**src/rtl/serial_pattern_rx.sv**
```systemverilog
// Serial-to-parallel receiver: oversamples an external bit clock, assembles
// MSB-first words and reports ready/match/overrun status to the register file.
module serial_pattern_rx #(
  parameter int                   BUS_WIDTH      = 8,
  parameter logic [BUS_WIDTH-1:0] PATTERN_RESET  = 8'hA5,
  parameter int                   TIMEOUT_CYCLES = 1024
) (
  input  logic                 clock,
  input  logic                 reset_n,
  input  logic                 ser_clk_in,
  input  logic                 ser_data_in,
  input  logic                 ack,
  input  logic                 pat_we,
  input  logic [BUS_WIDTH-1:0] pat_data,
  output logic [BUS_WIDTH-1:0] rx_data,
  output logic                 ready_in,
  output logic                 pattern_match,
  output logic                 overrun
);

  localparam int CNT_W = (BUS_WIDTH > 2) ? $clog2(BUS_WIDTH) : 1;
  localparam int TMO_W = $clog2(TIMEOUT_CYCLES);
  localparam logic [CNT_W-1:0] CNT_LAST = CNT_W'(BUS_WIDTH - 1);
  localparam logic [TMO_W-1:0] TMO_LAST = TMO_W'(TIMEOUT_CYCLES - 1);

  typedef enum logic {IDLE, SHIFT} state_t;

  logic ser_clk_p0, ser_clk_p1, ser_clk_p2;
  logic ser_dat_p0, ser_dat_p1;
  logic vld_p3, bit_p3;

  state_t                 state;
  logic [CNT_W-1:0]       bit_cnt;
  logic [TMO_W-1:0]       tmo_cnt;
  logic [BUS_WIDTH-2:0]   shift_q;
  logic [BUS_WIDTH-1:0]   pattern;
  logic [BUS_WIDTH-1:0]   word_next;
  logic                   word_done;

  // p0..p2: two-flop synchronisers plus the edge-detect history flop
  always_ff @(posedge clock or negedge reset_n) begin
    if (!reset_n) begin
      ser_clk_p0 <= 1'b0;
      ser_clk_p1 <= 1'b0;
      ser_clk_p2 <= 1'b0;
      ser_dat_p0 <= 1'b0;
      ser_dat_p1 <= 1'b0;
      vld_p3     <= 1'b0;
      bit_p3     <= 1'b0;
    end else begin
      ser_clk_p0 <= ser_clk_in;
      ser_clk_p1 <= ser_clk_p0;
      ser_clk_p2 <= ser_clk_p1;
      ser_dat_p0 <= ser_data_in;
      ser_dat_p1 <= ser_dat_p0;
      vld_p3     <= ser_clk_p1 & ~ser_clk_p2;
      bit_p3     <= ser_dat_p1;
    end
  end

  always_comb begin
    word_next = {shift_q, bit_p3};
    word_done = vld_p3 && (state == SHIFT) && (bit_cnt == CNT_LAST);
  end

  // p3 -> outputs: word assembly, idle timeout and status flags
  always_ff @(posedge clock or negedge reset_n) begin
    if (!reset_n) begin
      state         <= IDLE;
      bit_cnt       <= '0;
      tmo_cnt       <= '0;
      shift_q       <= '0;
      pattern       <= PATTERN_RESET;
      rx_data       <= '0;
      ready_in      <= 1'b0;
      pattern_match <= 1'b0;
      overrun       <= 1'b0;
    end else begin
      case (state)
        IDLE: begin
          tmo_cnt <= '0;
          if (vld_p3) begin
            shift_q <= (BUS_WIDTH-1)'(bit_p3);
            bit_cnt <= CNT_W'(1);
            state   <= SHIFT;
          end
        end
        SHIFT: begin
          if (vld_p3) begin
            tmo_cnt <= '0;
            if (word_done) begin
              shift_q <= '0;
              bit_cnt <= '0;
              state   <= IDLE;
            end else begin
              shift_q <= word_next[BUS_WIDTH-2:0];
              bit_cnt <= bit_cnt + CNT_W'(1);
            end
          end else if (tmo_cnt == TMO_LAST) begin
            // stalled sender: drop the partial word so stale bits never leak
            shift_q <= '0;
            bit_cnt <= '0;
            tmo_cnt <= '0;
            state   <= IDLE;
          end else begin
            tmo_cnt <= tmo_cnt + TMO_W'(1);
          end
        end
        default: state <= IDLE;
      endcase

      if (word_done) begin
        if (!ready_in || ack) begin
          rx_data       <= word_next;
          ready_in      <= 1'b1;
          pattern_match <= (word_next == pattern);
          if (ack) overrun <= 1'b0;
        end else begin
          overrun <= 1'b1;
        end
      end else if (ack) begin
        ready_in      <= 1'b0;
        pattern_match <= 1'b0;
        overrun       <= 1'b0;
      end

      if (pat_we) pattern <= pat_data;
    end
  end

endmodule

```
**config.mk**
```make
export PLATFORM = sky130hd
export DESIGN_NAME = serial_pattern_rx
export DESIGN_NICKNAME = d
export VERILOG_FILES = /design/src/rtl/serial_pattern_rx.sv
export SDC_FILE = /design/constraint.sdc
export NUM_CORES = 1
export LEC_CHECK = 0
export BUFFER_PORTS_ARGS = -buffer_cell sky130_fd_sc_hd__buf_2
export CORE_AREA = 5 5 76 78
export CTS_BUF_LIST = sky130_fd_sc_hd__clkbuf_4 sky130_fd_sc_hd__clkbuf_8
export CTS_CLUSTER_SIZE = 20
export DETAILED_ROUTE_END_ITERATION = 10
export DIE_AREA = 0 0 81 83
export PLACE_DENSITY_LB_ADDON = 0.25
export SETUP_SLACK_MARGIN = 0.2
export SLEW_MARGIN = 15
export SYNTH_ARGS = -nofsm -noshare
export SYNTH_HDL_FRONTEND = slang
export SYNTH_SLANG_ARGS = --single-unit
```
**constraint.sdc**
```tcl
create_clock -name clock -period 5.2 [get_ports clock]
set_clock_uncertainty 0.1 [all_clocks]
set_input_delay 1.04 -clock clock [delete_from_list [all_inputs] [get_ports clock]]
set_output_delay 1.04 -clock clock [all_outputs]
set_load 0.03 [all_outputs]
```
== Word level (Yosys, flattened, before mapping) ==
Index checks and enable logic that the tools add are counted.

* $add $sub $neg: 2
* Multipliers: 0
* Divide/modulo/power cells: 0
* Order comparisons: 0
* Equality and inequality tests: 6
* Shifts and indexed selects: 0
* Multiplexer cells: 26
* Bitwise gates (word level): 3
* Reductions and logical operators: 8

{| class="wikitable"
|+ Operators with widths
! kind !! number
|-
| 2-to-1 mux 7 bit || 4
|-
| 2-to-1 mux 10 bit || 2
|-
| case mux 10 bit (2 select lines) || 1
|-
| case mux 7 bit (2 select lines) || 1
|-
| 2-to-1 mux 1 bit || 12
|-
| 2-to-1 mux 3 bit || 4
|-
| adder 10 x 1 -> 10 bit (second input constant) || 1
|-
| equality test 10 bit (second input constant) || 1
|-
| equality test 8 bit || 1
|-
| case mux 3 bit (2 select lines) || 1
|-
| AND reduction 2 bit || 3
|-
| adder 3 x 1 -> 3 bit (second input constant) || 1
|-
| equality test 3 bit (second input constant) || 1
|-
| inequality test 3 x 2 -> 1 bit (second input constant) || 1
|-
| logical AND 1 bit || 2
|-
| inequality test 2 x 1 -> 1 bit (second input constant) || 1
|-
| inequality test 2 bit (second input constant) || 1
|-
| NOT 1 bit || 2
|-
| case mux 1 bit (2 select lines) || 1
|-
| nonzero test 2 bit || 1
|-
| AND 1 bit || 1
|-
| logical NOT 1 bit || 1
|-
| logical OR 1 bit || 1
|}

* Register bits: 47
* Bits in latches: 0
* RAM bits: 0
* ROM bits: 0
* Bits of input ports: 14
* Memories kept: 0

== Longest topological paths before layout ==
Gate-level depths: netlist of run 1.

* Depth in word-level cells: 5
* Mapped depth: 6

== Worst setup path before layout of run 1 ==
No wires, ideal clock.

* Path type: in2reg
* From: input port ack
* To: register rx_data[0]
* Library setup time: 0.125 ns
* Arrival: 1.698 ns
* Slack: 3.277 ns
* Cell stages on the path: 3
* Cells stage by stage: inv_1 -> a21oi_4 -> mux2_2

* Cells in the longest elaborated chain, start to end: 2

{| class="wikitable"
|+ RTL lines
! item !! RTL line !! source
|-
| start: declaration || 12 || <nowiki>input logic ack,</nowiki>
|-
| logical OR 1 bit || 113 || <nowiki>if (!ready_in || ack) begin</nowiki>
|-
| AND reduction 2 bit (no source line) || -- ||
|-
| end signal: assignment || 114 || <nowiki>rx_data <= word_next;</nowiki>
|-
| end: declaration || 15 || <nowiki>output logic [BUS_WIDTH-1:0] rx_data,</nowiki>
|}

No other way between the ends.
A chain may end at the register's enable or synchronous reset.

== Worst setup path in the final report of run 1 ==
* From: register ready_in
* To: output port ready_in

{| class="wikitable"
|+ RTL lines
! item !! RTL line !! source
|-
| start: declaration || 16 || <nowiki>output logic ready_in,</nowiki>
|-
| start signal: assignment || 75 || <nowiki>ready_in <= 1'b0;</nowiki>
|-
| start signal: assignment || 115 || <nowiki>ready_in <= 1'b1;</nowiki>
|-
| start signal: assignment || 122 || <nowiki>ready_in <= 1'b0;</nowiki>
|}

No word-level cell between the ends.

==> summary.md, run 1 <==
| Metric | Value |
|---|---|
| Highest-count cells in the layout ignoring fill and taps | `43 x sky130_fd_sc_hd__dfrtp_1, 24 x sky130_fd_sc_hd__buf_2, 16 x sky130_fd_sc_hd__mux2_2, 13 x sky130_fd_sc_hd__nor2_1, 12 x sky130_fd_sc_hd__xor2_1` |
| Timing-limited maximum frequency | `472 MHz` |
| Cell-internal power | `0.000548 W` |
| Final-layout setup total negative slack | `0 ns` |
| Area fraction in compound gates after synthesis | `0.0916` |
| Mux cell area share after synthesis | `0.0928` |
| Min Clock Period, post-route | `2.12 ns` |
| Switching power of the nets | `0.000190 W` |
| Number of cells produced by synthesis | `145` |
| Depth of the CTS H-tree | `2` |
| Leakage power of the design | `1.06 nW` |
| Routed len/inst | `14.0 µm` |
| Slowest stage cell on the critical path | `sky130_fd_sc_hd__dfrtp_1` |
| Clock tree buffer depth | `2` |
| Final RePlAce weighted congestion | `0.722` |
| Pwr per Cell Area | `330 nW/µm²` |
| Max_cap viols | `0` |
| Number of nets in the finished design | `191` |
| Number of max-slew violations in the final report | `0` |
| CTS sink cnt | `47` |
| Number of buffers inserted during clock tree synthesis | `5` |
| GRT Residual Overflow | `0` |
| Proportion of synthesized flip-flops having asynchronous set or reset | `1.00` |
| TritonCTS clock tree | `done` |
| Buf/Inv on CP | `1` |
| Proportion of synthesized chip area in sequential cells | `0.609` |
| Slew headroom | `0.598` |
| Clock transition time at the flip-flop clock pins of the worst setup and hold paths | `0.08 ns` |
| Combinational family with the most area after synthesis | `simple AND/OR/NAND/NOR gates` |
| Critical Path Start Type | `flop` |
| Final hold violations | `0` |
| Path category of the worst min-delay check | `reg -> reg` |
| Synthesized cell area | `1940 µm²` |
| First-pass detailed-route iteration total | `4` |
| Fraction of the mapped netlist area in adder cells | `0.0193` |
| Leading register cell type out of synthesis | `sky130_fd_sc_hd__dfrtp_1` |
| Most frequent standard cell in the layout excluding fill and tap cells | `sky130_fd_sc_hd__dfrtp_1` |
| Area Overhead vs Synth | `15.3%` |
| Switching fraction of total power | `0.258` |
| Share of the synthesized netlist area taken by xor and xnor gates | `0.0677` |
| Total track usage | `0.116` |
| Combinational group share of total power | `0.129` |
| Required time worst endpoint | `4.06 ns` |
| Fraction of power consumed by sequential logic | `0.578` |
| Setup-failing EPs final | `0` |
| Die Height | `83 µm` |
| Number of top-level pins | `25` |
| Worst skew pair latency | `0.29 ns` |
| Critical path capture point type | `primary output` |
| Die span in x | `81 µm` |
| Largest stage delay on the critical path | `0.45 ns` |
| # Post-CTS Setup Buffers | `0` |
| Synth area leaders | `sky130_fd_sc_hd__dfrtp_1 55%, sky130_fd_sc_hd__mux2_2 9.3%, sky130_fd_sc_hd__dfstp_2 5.4%, sky130_fd_sc_hd__xor2_1 5.4%, sky130_fd_sc_hd__a22o_1 3.2%` |
| Wire length of the first global-routing pass | `6040 µm` |
| CTS Hold Bufs | `0` |
| Start-to-end type of the worst setup path | `reg -> out` |
| Top fanout value on the critical path | `5` |
| Gates resized, CTS repair | `0` |
| Total detailed-routing wirelength | `3420 µm` |
| Starting density of the core | `0.387` |
| Ordered list of cells on the worst path | `buf_2` |
| Number of vias per cell after detailed routing | `4.82` |
| Layout cell share with drive strength beyond 1 | `0.343` |
| Number of flip-flops and latches in the synthesized netlist | `47` |
| Via count of the routed design | `1182` |
| Netlist cell types | `34` |
| Core Footprint | `5010 µm²` |
| Per-instance average area after synthesis | `13.4 µm²` |
| DRC violations left | `0` |
| Clock network fraction of design power | `0.294` |
| Final period util | `0.407` |
| Standard-cell row count | `26` |
| Arrival time of the worst setup path | `0.98 ns` |
| Library cell with the largest summed area after synthesis | `sky130_fd_sc_hd__dfrtp_1` |
| Vias in the first global route | `1266` |
| VDD IR max | `0.000172 V` |
| Outcome | `finished, final reports clean` |
| Basic-gate share of the synthesized area counting and, or, nand and nor cells | `0.101` |
| Total Die Area | `6720 µm²` |
| Count of input and output buffers | `24` |
| Syn_nets | `162` |
| Largest net degree at the start of global routing | `48` |
| Top cell type's share of synthesized area | `0.554` |
| Antenna violations before repair | `0` |
| Root cell of the clock tree | `sky130_fd_sc_hd__clkbuf_8` |
| RSZ-0062 raised after global routing | `no` |
| Finished Core Util | `0.447` |
| Largest delay share family, worst path | `flip-flops` |
| Post-DRT Antenna Nets | `0` |
| Number of enable-type register cells in the synthesized netlist | `0` |
| Number of warnings reported in the yosys synthesis log | `0` |
| DP Wirelength | `2470 µm` |
| Antenna diode count | `0` |
| Pin slew with the least headroom to its limit | `0.602 ns` |
| Starting DRC count in detailed routing | `35` |
[per-layer routing]
| layer | share of wire | wire [µm] | up-vias | global-route usage |
|---|---|---|---|---|
| met3 | 0.052 | 179 | 5 | 0.0455 |
| met2 | 0.46 | 1570 | 23 | 0.173 |
| met5 | 0 | 0 | - | 0 |
| met4 | 0.015 | 51 | 0 | 0.0369 |
| li1 | - | - | 569 | - |
| met1 | 0.47 | 1620 | 585 | 0.155 |
[cells in the mapped netlist (all sizes together), types with 3 or more instances]
library cell,instances
dfrtp,43
mux2,16
nor2,13
xor2,12
a22o,7
nand2,7
nand3,6
a21oi,4
dfstp,4
o21ai,4
ha,3
inv,3
nand4,3
xnor2,3
[power groups by stage]
stage          registers, W  logic (W)  clock network, W
2_1_floorplan      0.000435  0.0000592                 0
3_3_place_gp       0.000431  0.0000911                 0
3_5_place_dp       0.000433  0.0000946                 0
4_1_cts            0.000426  0.0000950          0.000227
5_1_grt            0.000431   0.000108          0.000240
6_report           0.000426  0.0000949          0.000217
[stage by stage]
stage / area [µm²] / power, W / hold slack, ns / cells / setup slack [ns]
6_report: 2240 / 0.000738 / 0.255 / 245 / 3.08
5_1_grt: 2240 / 0.000779 / 0.265 / 245 / 3.03
4_1_cts: 2210 / 0.000748 / 0.253 / 244 / 3.06
3_5_place_dp: 2120 / 0.000527 / 0.236 / 236 / 3.05
3_3_place_gp: 2120 / 0.000522 / 0.234 / 236 / 3.09
2_1_floorplan: 1940 / 0.000494 / 0.231 / 145 / 3.28
[path summary, 6_finish.rpt]
check	slack [ns]	startpoint	end	cells past startpoint
setup / recovery	3.08	ready_in	ready_in	1
hold / removal	0.25	ser_clk_p0	ser_clk_p1	0
setup reg to reg	3.36	bit_cnt[0]	rx_data[2]	5
hold reg to reg	0.25	ser_clk_p0	ser_clk_p1	0
max in group asynchronous	3.83	reset_n	tmo_cnt[1]	2
min in group asynchronous	0.64	reset_n	pattern[3]	1
[final cells by class]
type / count / area [µm²]
clock buffers: 7 / 83.8
clock inverters: 1 / 5.00
fillers: 486 / 2770
inverters: 3 / 11.3
multi-input cells: 92 / 722
flip-flops and latches: 47 / 1180
well taps: 70 / 87.6
repair buffers: 25 / 148
[sequential cells by signal, summed over array words and instances (netlist names)]
register       flops
rx_data            8
state              1
ready_in           1
vld_p3             1
shift_q            7
pattern            8
bit_p3             1
bit_cnt            3
overrun            1
ser_dat_p1         1
ser_dat_p0         1
ser_clk_p0         1
tmo_cnt           10
ser_clk_p2         1
ser_clk_p1         1
pattern_match      1
[cells by family (layout without fill, tap and decap cells)]
logic type,after synthesis,in the layout
AOI/OAI and AO/OA,21,21
xor gates and xnor gates,15,15
adders and majority gates,3,3
buffers and inverters,6,36
DFF,47,47
muxes,16,16
and+or+nand+nor,37,37
Note: power is estimated with default switching activity, not from simulation.
==> run 2: changes to the inputs <==
==> constraint.sdc (replaced) <==
create_clock -name clock -period 2.1 [get_ports clock]
set_clock_uncertainty 0.1 [all_clocks]
set_input_delay 0.42 -clock clock [delete_from_list [all_inputs] [get_ports clock]]
set_output_delay 0.42 -clock clock [all_outputs]
set_load 0.03 [all_outputs]
==> summary.md, run 2 (synthesized netlist as in run 1, its figures left out) <==
| Metric | Value |
|---|---|
| Outcome | `finished, final reports clean` |
| Wire length of the first global-routing pass | `5980 µm (-1.0%)` |
| First-pass detailed-route iteration total | `4 (unchanged)` |
| Total detailed-routing wirelength | `3440 µm (+0.56%)` |
| Arrival time of the worst setup path | `1.83 ns (+0.85 ns)` |
| Clock tree buffer depth | `2 (unchanged)` |
| Worst hold start | `ser_data_in` |
| Core Footprint | `5010 µm² (unchanged)` |
| Worst skew pair latency | `0.30 ns (about the same)` |
| Number of buffers inserted during clock tree synthesis | `5 (unchanged)` |
| Largest stage delay on the critical path | `0.37 ns (-0.08 ns)` |
| Slowest stage cell on the critical path | `sky130_fd_sc_hd__dfrtp_1` |
| Min Clock Period, post-route | `1.76 ns` |
| Root cell of the clock tree | `sky130_fd_sc_hd__clkbuf_8` |
| Vias in the first global route | `1284 (+1.4%)` |
| Cell depth of the worst setup path | `6 (+5)` |
| Finished Core Util | `0.455 (+0.00849)` |
| DRC violations left | `0 (unchanged)` |
| Area Overhead vs Synth | `17.5%` |
| Most frequent standard cell in the layout excluding fill and tap cells | `sky130_fd_sc_hd__dfrtp_1` |
| Via count of the routed design | `1199 (+1.4%)` |
| Starting DRC count in detailed routing | `71 (+100%)` |
| Max reg flops | `10 (unchanged)` |
| Largest regs | `tmo_cnt: 10 flops, pattern: 8 flops, rx_data: 8 flops` |
| Number of top-level pins | `25 (unchanged)` |
| Power, Total | `0.00194 W (+160%)` |
| Final period util | `0.836` |
| DP Wirelength | `2520 µm (+2.3%)` |
| R2R Path Start | `bit_cnt[0]` |
| GRT Residual Overflow | `0 (unchanged)` |
| Die span in x | `81 µm (unchanged)` |
| Max_cap viols | `0 (unchanged)` |
| Clock transition time at the flip-flop clock pins of the worst setup and hold paths | `0.08 ns (about the same)` |
| VDD IR max | `0.000455 V (+160%)` |
| Count of input and output buffers | `24 (unchanged)` |
| Depth of the CTS H-tree | `2 (unchanged)` |
| Total Die Area | `6720 µm² (unchanged)` |
| Required time worst endpoint | `2.17 ns (-1.89 ns)` |
| Starting density of the core | `0.387 (unchanged)` |
| Largest net degree at the start of global routing | `20 (-58%)` |
| Routed len/inst | `13.9 µm (-0.66%)` |
| Antenna diode count | `0 (unchanged)` |
| Critical path capture point type | `flop` |
| Number of max-slew violations in the final report | `0 (unchanged)` |
| Setup-failing EPs final | `0 (unchanged)` |
| Total track usage | `0.114 (-0.00242)` |
| Final hold violations | `0 (unchanged)` |
| Leakage power of the design | `1.08 nW (+1.4%)` |
| Buf/Inv on CP | `1 (unchanged)` |
| Ordered list of cells on the worst path | `ha_1, ha_1, nand3_2, a21oi_4, buf_12, mux2_2` |
| Slew headroom | `0.675 (+0.0764)` |
| Highest-count cells in the layout ignoring fill and taps | `43 x sky130_fd_sc_hd__dfrtp_1, 24 x sky130_fd_sc_hd__buf_2, 16 x sky130_fd_sc_hd__mux2_2, 13 x sky130_fd_sc_hd__nor2_1, 12 x sky130_fd_sc_hd__xor2_1` |
| Layout cell share with drive strength beyond 1 | `0.348 (+0.00546)` |
| Crit path launch | `bit_cnt[0]` |
| Number of vias per cell after detailed routing | `4.83 (+0.21%)` |
| Post-DRT Antenna Nets | `0 (unchanged)` |
| Standard-cell row count | `26 (unchanged)` |
| Top fanout value on the critical path | `9 (+4)` |
| RSZ-0062 raised after global routing | `no` |
| Antenna violations before repair | `0 (unchanged)` |
| TritonCTS clock tree | `done` |
| Final-layout setup total negative slack | `0 ns (unchanged)` |
| Pin slew with the least headroom to its limit | `0.486 ns (-0.116 ns)` |
| Timing-limited maximum frequency | `570 MHz` |
| Die Height | `83 µm (unchanged)` |
| Start-to-end type of the worst setup path | `reg -> reg` |
| CP most frequent cell | `sky130_fd_sc_hd__ha_1` |
| Largest delay share family, worst path | `adder cells` |
| Count of filler cells inserted in the layout | `472 (-2.9%)` |
| Largest register by flop count | `tmo_cnt` |
| CTS sink cnt | `47 (unchanged)` |
| Final RePlAce weighted congestion | `0.747 (+3.4%)` |
| Number of nets in the finished design | `194 (+1.6%)` |
| Path category of the worst min-delay check | `in -> reg` |
| Gates resized, CTS repair | `0 (unchanged)` |
| Length in cells of the worst reg-to-reg path | `6 (+1)` |
| Pwr per Cell Area | `852 nW/µm² (+160%)` |
| Critical Path Start Type | `flop` |
| Worst hold stages | `1 (+1)` |
==> run 2: layout make-up <==
| cell class | instances | area [µm²] | share of cell area |
|---|---|---|---|
| tap | 70 | 87.6 | 0.0384 |
| clock buffer | 6 | 76.3 | 0.0335 |
| inverter | 3 | 11.3 | 0.00494 |
| timing repair buffer | 28 | 165 | 0.0724 |
| clock inverter | 2 | 37.5 | 0.0165 |
| sequential | 47 | 1180 | 0.518 |
| multi-input combinational | 92 | 722 | 0.317 |
==> run 2: final timing paths <==
kind / slack [ns] / to
min in group asynchronous: 0.47 / pattern[3]
max in group asynchronous: 0.83 / tmo_cnt[2]
worst max register to register: 0.34 / rx_data[2]
worst min-delay path: 0.12 / ser_dat_p0
worst max-delay path: 0.34 / rx_data[2]
worst min register to register: 0.25 / ser_dat_p1
==> run 2: worst reg2reg max path, cell delays in order (launching register included) <==
cell	delay [ns]
sky130_fd_sc_hd__dfrtp_1	0.37
sky130_fd_sc_hd__ha_1	0.15
sky130_fd_sc_hd__ha_1	0.23
sky130_fd_sc_hd__nand3_2	0.14
sky130_fd_sc_hd__a21oi_4	0.17
sky130_fd_sc_hd__buf_12	0.14
sky130_fd_sc_hd__mux2_2	0.33
==> run 2: timing repair <==
| action | 4_1_cts | 5_1_grt |
|---|---|---|
| hold buffers | 1 | 0 |
| setup buffers | 0 | 1 |
| setup endpoints to repair | 0 | 6 |
| endpoints found under the hold margin | 12 | 0 |
==> run 2: report_power, final <==
group	internal, W	switching [W]
clock	0.000368	0.000290
sequential	0.000987	0.0000638
combinational	0.000109	0.000126
total	0.00146	0.000480
==> run 2: metrics by stage <==
| step | hold slack, ns | setup slack [ns] | std cells | area (µm²) |
|---|---|---|---|---|
| after floorplan | 0.0244 | 0.463 | 145 | 1940 |
| after global placement | 0.234 | 0.346 | 238 | 2140 |
| after detailed placement | 0.236 | 0.304 | 238 | 2140 |
| after CTS | 0.114 | 0.281 | 247 | 2260 |
| after global routing | 0.113 | 0.244 | 248 | 2280 |
| final | 0.125 | 0.344 | 248 | 2280 |
==> run 2: per-layer routing <==
| metal | global-route usage | up-vias | share of wire |
|---|---|---|---|
| li1 | - | 569 | - |
| met1 | 0.153 | 607 | 0.49 |
| met2 | 0.168 | 19 | 0.45 |
| met3 | 0.0379 | 4 | 0.044 |
| met4 | 0.0461 | 0 | 0.017 |
| met5 | 0 | - | 0 |
==> run 3: changes to the inputs <==
==> constraint.sdc (replaced) <==
create_clock -name clock -period 1.7 [get_ports clock]
set_clock_uncertainty 0.1 [all_clocks]
set_input_delay 0.34 -clock clock [delete_from_list [all_inputs] [get_ports clock]]
set_output_delay 0.34 -clock clock [all_outputs]
set_load 0.03 [all_outputs]
==> summary.md, run 3 (synthesized netlist as in run 1, its figures left out) <==
| Metric | Value |
|---|---|
| Setup slack after placement | `0.0580 ns (-0.246 ns)` |
| Clock transition time at the flip-flop clock pins of the worst setup and hold paths | `0.08 ns (about the same)` |
| Total Die Area | `6720 µm² (unchanged)` |
| Routed len/inst | `14.0 µm (+1.1%)` |
| Wire length of the first global-routing pass | `6180 µm (+3.3%)` |
| Final period util | `0.956 (+0.120)` |
| Setup-failing EPs final | `0 (unchanged)` |
| Number of nets in the finished design | `200 (+3.1%)` |
| Outcome | `finished, final reports clean` |
| Arrival time of the worst setup path | `1.71 ns (-0.12 ns)` |
| First-pass detailed-route iteration total | `4 (unchanged)` |
| Standard-cell row count | `26 (unchanged)` |
| DP Wirelength | `2680 µm (+6.2%)` |
| Starting DRC count in detailed routing | `55 (-23%)` |
| CTS sink cnt | `47 (unchanged)` |
| Number of top-level pins | `25 (unchanged)` |
| Clock tree buffer depth | `2 (unchanged)` |
| Path category of the worst min-delay check | `in -> reg` |
| Worst hold stages | `1 (unchanged)` |
| Min Clock Period, post-route | `1.63 ns (-0.130 ns)` |
| DRC violations left | `0 (unchanged)` |
| Largest register by flop count | `tmo_cnt` |
| Top fanout value on the critical path | `9 (unchanged)` |
| Max_cap viols | `0 (unchanged)` |
| Starting density of the core | `0.387 (unchanged)` |
| Count of input and output buffers | `24 (unchanged)` |
| Antenna violations before repair | `0 (unchanged)` |
| Total track usage | `0.117 (+0.00266)` |
| Die Height | `83 µm (unchanged)` |
| Max reg flops | `10 (unchanged)` |
| Total detailed-routing wirelength | `3560 µm (+3.5%)` |
| Critical path capture point type | `flop` |
| Pin slew with the least headroom to its limit | `0.441 ns (-0.0451 ns)` |
| Largest regs | `tmo_cnt: 10 flops, pattern: 8 flops, rx_data: 8 flops` |
| Length in cells of the worst reg-to-reg path | `6 (unchanged)` |
| VDD IR max | `0.000576 V (+27%)` |
| Pwr per Cell Area | `967 nW/µm² (+13%)` |
| Layout cell share with drive strength beyond 1 | `0.391 (+0.0430)` |
| Die span in x | `81 µm (unchanged)` |
| WHS | `0.0467 ns (-0.0779 ns)` |
| Final-layout setup total negative slack | `0 ns (unchanged)` |
| Via count of the routed design | `1228 (+2.4%)` |
| Post-DRT Antenna Nets | `0 (unchanged)` |
| Final RePlAce weighted congestion | `0.739 (-1.1%)` |
| TritonCTS clock tree | `done` |
| Timing-limited maximum frequency | `615 MHz (+8.0%)` |
| Area Overhead vs Synth | `21.9%` |
| Start-to-end type of the worst setup path | `reg -> reg` |
| Finished Core Util | `0.472 (+0.0170)` |
| Most frequent standard cell in the layout excluding fill and tap cells | `sky130_fd_sc_hd__dfrtp_1` |
| Number of buffers inserted during clock tree synthesis | `5 (unchanged)` |
| Final hold violations | `0 (unchanged)` |
| Largest net degree at the start of global routing | `22 (+10%)` |
| Core Footprint | `5010 µm² (unchanged)` |
| Worst skew pair latency | `0.30 ns (about the same)` |
| Number of vias per cell after detailed routing | `4.83 (about the same)` |
| Highest-count cells in the layout ignoring fill and taps | `42 x sky130_fd_sc_hd__dfrtp_1, 24 x sky130_fd_sc_hd__buf_2, 13 x sky130_fd_sc_hd__nor2_1, 12 x sky130_fd_sc_hd__xor2_1` |
| Root cell of the clock tree | `sky130_fd_sc_hd__clkbuf_8` |
| RSZ-0062 raised after global routing | `yes` |
| Slew headroom | `0.706 (+0.0313)` |
| Required time worst endpoint | `1.79 ns (-0.38 ns)` |
| Number of max-slew violations in the final report | `0 (unchanged)` |
| Depth of the CTS H-tree | `2 (unchanged)` |
| Antenna diode count | `0 (unchanged)` |
| Vias in the first global route | `1288 (+0.31%)` |
| Leakage power of the design | `1.12 nW (+4.3%)` |
| GRT Residual Overflow | `0 (unchanged)` |
| Critical Path Start Type | `flop` |
| Final setup slack of the worst path | `0.0747 ns (-0.270 ns)` |
-- run 3: cell types whose count changed in the layout (fill, tap and decap cells not counted), sizes merged --
cell / change
bufinv: -1
buf: +6
clkinv: +3
clkinvlp: -1
clkbuf: -1
-- run 3: what timing repair did --
| item | in CTS | in global routing |
|---|---|---|
| gates resized for setup | 1 | 4 |
| hold endpoints to repair | 15 | 0 |
| hold buffers | 1 | 0 |
| setup endpoints to repair | 18 | 27 |
| pin swaps | 0 | 3 |
| setup buffers | 1 | 1 |
-- run 3: routing by layer --
metal	vias to the layer above	global-route usage	share of wire
met5	-	0	0
met4	0	0.0369	0.016
met3	6	0.0368	0.046
met2	22	0.168	0.47
met1	616	0.166	0.47
li1	584	-	-
-- run 3: worst paths after layout --
path | start | to | slack, ns
min in group asynchronous | reset_n | pattern[3] | 0.41
max in group asynchronous | reset_n | tmo_cnt[6] | 0.53
setup / recovery | bit_cnt[1] | rx_data[7] | 0.07
setup reg to reg | bit_cnt[1] | rx_data[7] | 0.07
hold / removal | ser_clk_in | ser_clk_p0 | 0.05
hold reg to reg | ser_clk_p0 | ser_clk_p1 | 0.25
-- run 3: worst max-delay path: stages, from the launching register on --
cell                      delay (ns)
sky130_fd_sc_hd__dfrtp_1        0.37
sky130_fd_sc_hd__ha_2           0.20
sky130_fd_sc_hd__ha_4           0.16
sky130_fd_sc_hd__nand3_4        0.08
sky130_fd_sc_hd__a21oi_4        0.14
sky130_fd_sc_hd__buf_12         0.15
sky130_fd_sc_hd__mux2_4         0.30
-- run 3: power breakdown --
group	switching, W	internal [W]	total, W
clock network	0.000360	0.000282	0.000642
logic	0.000173	0.000172	0.000345
registers	0.0000812	0.00122	0.00130
-- run 3: stage by stage --
stage / instance area [µm²] / std cells / power [W]
after floorplan: 1990 / 145 / 0.00154
after global placement: 2240 / 243 / 0.00165
after detailed placement: 2240 / 243 / 0.00166
after CTS: 2350 / 253 / 0.00232
after global routing: 2370 / 254 / 0.00240
final: 2370 / 254 / 0.00229
-- run 3: cell type report --
type                            instances  area [µm²]
Tap cell                               70        87.6
Clock inverter                          3        15.0
Multi-Input combinational cell         92         791
Clock buffer                            5        68.8
Timing Repair Buffer                   34         210
Inverter                                3        11.3
Fill cell                             466        2640
Sequential cell                        47        1180
